## config.mk

```make
export PLATFORM = sky130hd
export DESIGN_NAME = serial_addsub
export DESIGN_NICKNAME = d
export VERILOG_FILES = /design/src/rtl/serial_addsub.sv
export SDC_FILE = /design/constraint.sdc
export NUM_CORES = 1
export LEC_CHECK = 0
export CAP_MARGIN = 20
export CORE_MARGIN = 3
export CORE_UTILIZATION = 45
export CTS_CLUSTER_SIZE = 8
export DETAILED_ROUTE_END_ITERATION = 6
export PLACE_DENSITY = 0.83
export SLEW_MARGIN = 20
export SYNTH_ARGS = -nofsm -noshare
export SYNTH_HDL_FRONTEND = slang
export SYNTH_SLANG_ARGS = --single-unit
```

## constraint.sdc

```tcl
create_clock -name clk -period 1.7 [get_ports clk]
set_clock_uncertainty 0.05 [all_clocks]
set_input_delay 0.34 -clock clk [delete_from_list [all_inputs] [get_ports clk]]
set_output_delay 0.34 -clock clk [all_outputs]
set_load 0.02 [all_outputs]
```

## src/rtl/serial_addsub.sv

```systemverilog
// serial_addsub: multi-cycle adder/subtractor, BPC bits per clock, LSB first.
// Sum bits refill operand A from the MSB side, so A's register ends up holding the result.
module serial_addsub #(
  parameter int WIDTH = 8,
  parameter int BPC   = 1
) (
  input  logic             clk,
  input  logic             rst_n,
  input  logic             start,
  input  logic             mode,
  input  logic [WIDTH-1:0] a,
  input  logic [WIDTH-1:0] b,
  output logic             busy,
  output logic             done,
  output logic [WIDTH-1:0] result,
  output logic             carry,
  output logic             ovf
);
  localparam int N  = WIDTH / BPC;
  localparam int CW = (N > 1) ? $clog2(N) : 1;

  if (WIDTH < 2 || BPC < 1 || (WIDTH % BPC) != 0) begin : g_bad_params
    $error("serial_addsub: WIDTH must be >= 2 and a multiple of BPC");
  end

  typedef enum logic [1:0] {
    S_IDLE,
    S_BUSY,
    S_DONE
  } state_t;

  state_t           r_state;
  logic [WIDTH-1:0] r_x;
  logic [WIDTH-1:0] r_y;
  logic             r_mode;
  logic             r_c;
  logic             r_amsb;
  logic             r_bmsb;
  logic [CW-1:0]    r_cnt;

  logic [BPC:0]         w_c;
  logic [BPC-1:0]       w_s;
  logic [WIDTH+BPC-1:0] w_cat;
  logic [WIDTH-1:0]     w_res;
  logic                 w_last;
  logic                 w_ovf;

  assign w_c[0] = r_c;

  // Full add/sub slices; carry/borrow ripples through all BPC bits in one cycle.
  for (genvar i = 0; i < BPC; i++) begin : g_slice
    logic w_p;
    assign w_p      = r_x[i] ^ r_y[i];
    assign w_s[i]   = w_p ^ w_c[i];
    assign w_c[i+1] = r_mode ? ((~r_x[i] & r_y[i]) | (~w_p & w_c[i]))
                             : ((r_x[i] & r_y[i]) | (w_c[i] & w_p));
  end

  assign w_cat  = {w_s, r_x};
  assign w_res  = w_cat[WIDTH+BPC-1:BPC];
  assign w_last = (r_cnt == CW'(N - 1));
  assign w_ovf  = (r_mode ? (r_amsb != r_bmsb) : (r_amsb == r_bmsb))
                  && (w_res[WIDTH-1] != r_amsb);

  always_ff @(posedge clk) begin
    if (!rst_n) begin
      r_state <= S_IDLE;
      busy    <= 1'b0;
      done    <= 1'b0;
      result  <= '0;
      carry   <= 1'b0;
      ovf     <= 1'b0;
      r_x     <= '0;
      r_y     <= '0;
      r_mode  <= 1'b0;
      r_c     <= 1'b0;
      r_amsb  <= 1'b0;
      r_bmsb  <= 1'b0;
      r_cnt   <= '0;
    end else begin
      done <= 1'b0;
      unique case (r_state)
        S_IDLE, S_DONE: begin
          if (start) begin
            r_x     <= a;
            r_y     <= b;
            r_mode  <= mode;
            r_c     <= 1'b0;
            r_amsb  <= a[WIDTH-1];
            r_bmsb  <= b[WIDTH-1];
            r_cnt   <= '0;
            busy    <= 1'b1;
            r_state <= S_BUSY;
          end else begin
            r_state <= S_IDLE;
          end
        end
        S_BUSY: begin
          r_x   <= w_res;
          r_y   <= r_y >> BPC;
          r_c   <= w_c[BPC];
          r_cnt <= r_cnt + CW'(1);
          if (w_last) begin
            result  <= w_res;
            carry   <= w_c[BPC];
            ovf     <= w_ovf;
            done    <= 1'b1;
            busy    <= 1'b0;
            r_state <= S_DONE;
          end
        end
        default: r_state <= S_IDLE;
      endcase
    end
  end

endmodule

```

### After elaboration in Yosys (flattened, before gate mapping)

Index checks and enable logic that the tools add are counted.

| cells by class | value |
|---|---|
| mux-type cells | 17 |
| eq/ne operators | 8 |
| add/sub/neg operators | 1 |
| bitwise operators | 10 |
| reductions and logical operators | 9 |

Operators by type and width:

| operator | count |
|---|---|
| 8-bit one-hot mux with 2 select lines | 2 |
| 8-bit 2-to-1 mux | 2 |
| 2-bit AND reduction | 4 |
| 1-bit 2-to-1 mux | 7 |
| 3-bit one-hot mux with 2 select lines | 1 |
| 1-bit bitwise AND | 4 |
| 2-bit != test, second input constant | 2 |
| 1-bit one-hot mux with 2 select lines | 2 |
| 2-bit one-hot mux with 2 select lines | 1 |
| 3-bit by 1-bit adder with 3-bit output, second input constant | 1 |
| 3-bit equality test, second input constant | 1 |
| 3-bit 2-to-1 mux | 1 |
| 3-bit AND reduction | 1 |
| 2-bit by 1-bit equality test with 1-bit output, second input constant | 1 |
| 2-bit equality test, second input constant | 1 |
| 2-bit logical NOT | 1 |
| 2-bit 2-to-1 mux | 1 |
| 1-bit != test | 2 |
| 1-bit inverter | 2 |
| 1-bit OR | 2 |
| 2-bit nonzero test | 1 |
| 2-bit OR reduction | 1 |
| 1-bit bitwise XOR | 2 |
| 1-bit equality test | 1 |
| 1-bit logical AND | 1 |

| word-level totals | value |
|---|---|
| register bits after elaboration | 37 |
| input port bits | 20 |
| output and inout port bits | 12 |
| word-level logic and storage cells | 58 |

### Longest topological paths before layout

| logic depth | value |
|---|---|
| depth after elaboration | 6 |
| gate-level depth with buffers | 6 |
| mapped depth without buffers | 5 |

### Worst setup path before layout

OpenSTA, ideal clock, no wires.

| timing path | value |
|---|---|
| path type | reg2reg |
| start | register r_y[0] |
| end | register ovf |
| stages on the path, launching flop included | 6 |
| library setup time | 0.118 ns |
| data required time | 1.532 ns |
| period minus slack after synthesis | 1.388 ns |
| buffers on the path | 0 |
| path slack | 0.312 ns |
| arrival time | 1.219 ns |
| cell sequence | dfxtp_1 > inv_1 > fa_1 > nor2b_1 > mux2i_1 > a21oi_1 |

| between the ends | value |
|---|---|
| longest elaborated chain between the ends | 4 |

RTL lines:

| what | line | text |
|---|---|---|
| start, declared | 34 | `logic [WIDTH-1:0] r_y;` |
| start signal, assigned | 100 | `r_y <= r_y >> BPC;` |
| 1-bit bitwise XOR | 53 | `assign w_p = r_x[i] ^ r_y[i];` |
| 1-bit bitwise XOR | 54 | `assign w_s[i] = w_p ^ w_c[i];` |
| via w_s | 42 | `logic [BPC-1:0] w_s;` |
| 1-bit != test | 63 | `&& (w_res[WIDTH-1] != r_amsb);` |
| 1-bit logical AND | 63 |  |
| end signal, assigned | 106 | `ovf <= w_ovf;` |
| end, declared | 17 | `output logic ovf` |

The timed path passes the listed nets, and every way through them passes these cells.
A chain may end at the register's enable or synchronous reset.

### Worst setup path after layout

Same ends and word-level chain as after synthesis.

==> impl_results.md <==
- Routed via count: 1332
- Compound-cell area share of the yosys netlist: 20.2%
- Clock root buffer: clkbuf_4
- Area Overhead vs Synth: 27.2%
- Worst slew pin tran: 378 ps
- Unrepaired setup endpoints after global routing: false
- Largest net degree at the start of global routing: 27
- IO Port Bufs: 31
- Largest family of logic cells by synthesized area: simple AND/OR/NAND/NOR gates
- Max-slew headroom: 74.8%
- CP Data Required Time: 1940 ps
- Post-synth top cells: nand2_1 (53), dfxtp_1 (37), a31oi_1 (15), o21ai_0 (15), a21boi_1 (11)
- CTS tree: yes
- Min Tclk post-route: 1490 ps
- Hold Crit Class: reg2reg
- Die Span X: 65.1 µm
- Worst Setup SP: r_y[0]
- Placer Congestion: 0.801
- Fill cells: 315
- CP Class: reg2reg
- Max-slew violations: 0
- Mapped Cells: 185
- Number of distinct library cells after synthesis: 29
- Sink Count: 37
- Placed Instances: 256
- Critical R2R Launch: r_y[0]
- Hold path depth: 2
- Post-synthesis mux area share: 0.636%
- Finished Layout Cells: 263
- Post CTS Setup Buffer Count: 0
- Post-synthesis xor/xnor area fraction: 0.557%
- VDD IR-drop max: 872 µV
- Syn nets: 209
- First-pass GRT wire length: 5.58 mm
- Synth warnings: 0
- Final Hold Viols: 0
- Startpoint Class: flip-flop
- Depth of the most critical reg-to-reg path: 5
- Final worst-path cycle share: 87.7%
- Starting density of the core: 49.1%
- CP arrival: 1730 ps
- Syn Area/Cell: 8.50 µm²
- DRT Pass-1 Iters: 4
- Max FO, Critical Path: 4
- Clock latency at the later pin of the worst-skew pair: 350 ps
- WL per Instance: 12.4 µm
- Most common cell in the synthesized netlist: nand2_1
- Worst-path clk slew: 120 ps
- IO Count: 32
- Fin util: 62.5%
- Core Rows: 20
- Pwr dens: 882 nW/µm²
- Die area: 4240 µm²
- Post-DP HPWL: 2.31 mm
- Post-synth ARST share: 0%
- TritonCTS Buffers: 5
- Die height: 65.1 µm
- H-tree depth: 2
- DRT iter0 DRCs: 93
- Sequential area share after synthesis: 47.1%
- Post-route setup TNS: 0 ps
- Post-Synth Simple-Gate Area: 20.9%
- Cell area after synthesis: 1570 µm²
- Setup violators final: 0
- Number of max-cap violations: 0
- DRC: 0
- Layout cell share with drive strength beyond 1: 8.22%
- CP Capture Type: flip-flop
- Routed Antenna Nets: 0
- Core Area: 3200 µm²
- Ys flop type: dfxtp_1
- Vias in the first global route: 1248
- Area leader, netlist: dfxtp_1
- Hold_sp: r_x[5]
- Run status: finished clean
- Tot GR Track Use: 17.1%
- Vias/cell: 5.06
- Yosys top cell area share: 47.1%
- Synth Register Bits: 37
- Clk buf depth: 2
- Ant diodes: 0
- Max Clock Freq: 0.671 GHz
- Number of synthesized flops with an enable pin: 0
- Synth top area cells: dfxtp_1 (47%), nand2_1 (13%), a31oi_1 (6.0%), a21boi_1 (5.3%), o21ai_0 (4.8%)
- Adder-cell share of the synthesized area: 4.14%
- Nets@finish: 243
- Gr ovfl total: 0
- Leakage: 0.000895 µW
- Antenna violations before repair: 0
- Final WL: 3.26 mm
==> worst max-delay path, cell delays in order (launching register included) <==
cell	delay (ps)
dfxtp_1	400
inv_1	80
fa_1	580
nor2b_1	140
mux2i_1	70
a21oi_1	140
==> cells in the final DEF (no fill, tap or decap), drive strengths merged, types with 2 or more instances in the layout <==
master / instances
a31oi: 15
nand2b: 3
dlygate4sd2: 5
fa: 2
dfxtp: 37
dlymetal6s2s: 7
buf: 9
nor2b: 5
o21ai: 16
nor2: 4
inv: 3
nand2: 53
clkbuf: 5
a21oi: 3
nand3: 4
ha: 2
o21a: 2
a21boi: 14
clkdlybuf4s50: 19
==> layout make-up <==
class / instances / area, µm² / area share [%]
clock buffers: 5 / 37.5 / 1.88
clock inverters: 2 / 35.0 / 1.75
inverters: 3 / 11.3 / 0.563
multi-input cells: 132 / 732 / 36.6
flip-flops and latches: 37 / 741 / 37.0
well taps: 44 / 55.1 / 2.75
repair buffers: 40 / 389 / 19.4
==> path summary, 6_finish.rpt <==
path | end | slack, ps
min reg2reg | result[4] | 410
max reg2reg | ovf | 210
min | result[4] | 410
max | ovf | 210
==> metal layers <==
metal	GRT usage (%)	wire [µm]	vias to the layer above
met3	3.59	120	4
met4	9.84	59	0
li1	-	-	688
met1	20.6	1520	613
met2	28.1	1560	27
met5	0	0	-
==> cell families after synthesis <==
logic type,count (synthesis)
buffers and inverters,16
and+or+nand+nor,75
xor gates and xnor gates,1
muxes,1
DFF,37
AOI/OAI and AO/OA,51
adders and majority gates,4
==> per-stage QoR <==
stage	power, µW	cell area (µm²)	hold WS, ps	worst slack [ps]
3_3_place_gp	1190	1920	391	120
3_5_place_dp	1200	1920	398	69.5
4_1_cts	1770	1980	411	0.121
5_1_grt	1840	2000	427	71.9
6_report	1760	2000	405	210
2_1_floorplan	1110	1570	391	312
==> registers in the layout (all words and copies together) (netlist names) <==
register  flops
ovf           1
r_y           8
r_c           1
r_mode        1
r_x           8
result        8
r_amsb        1
done          1
busy          1
r_state       2
r_cnt         3
carry         1
r_bmsb        1
==> power breakdown <==
part / total, µW / internal, µW / switching, µW
clock network: 585 / 300 / 285
registers: 949 / 915 / 34.2
logic: 231 / 117 / 113
total: 1760 / 1330 / 433
==> timing repair <==
item,in CTS,in global routing
resized for setup,5,8
hold buffers,0,0
gates cloned,0,0
setup endpoints to repair,5,8
pin swaps,0,0
No activity file was read; power rests on OpenSTA's default activity.
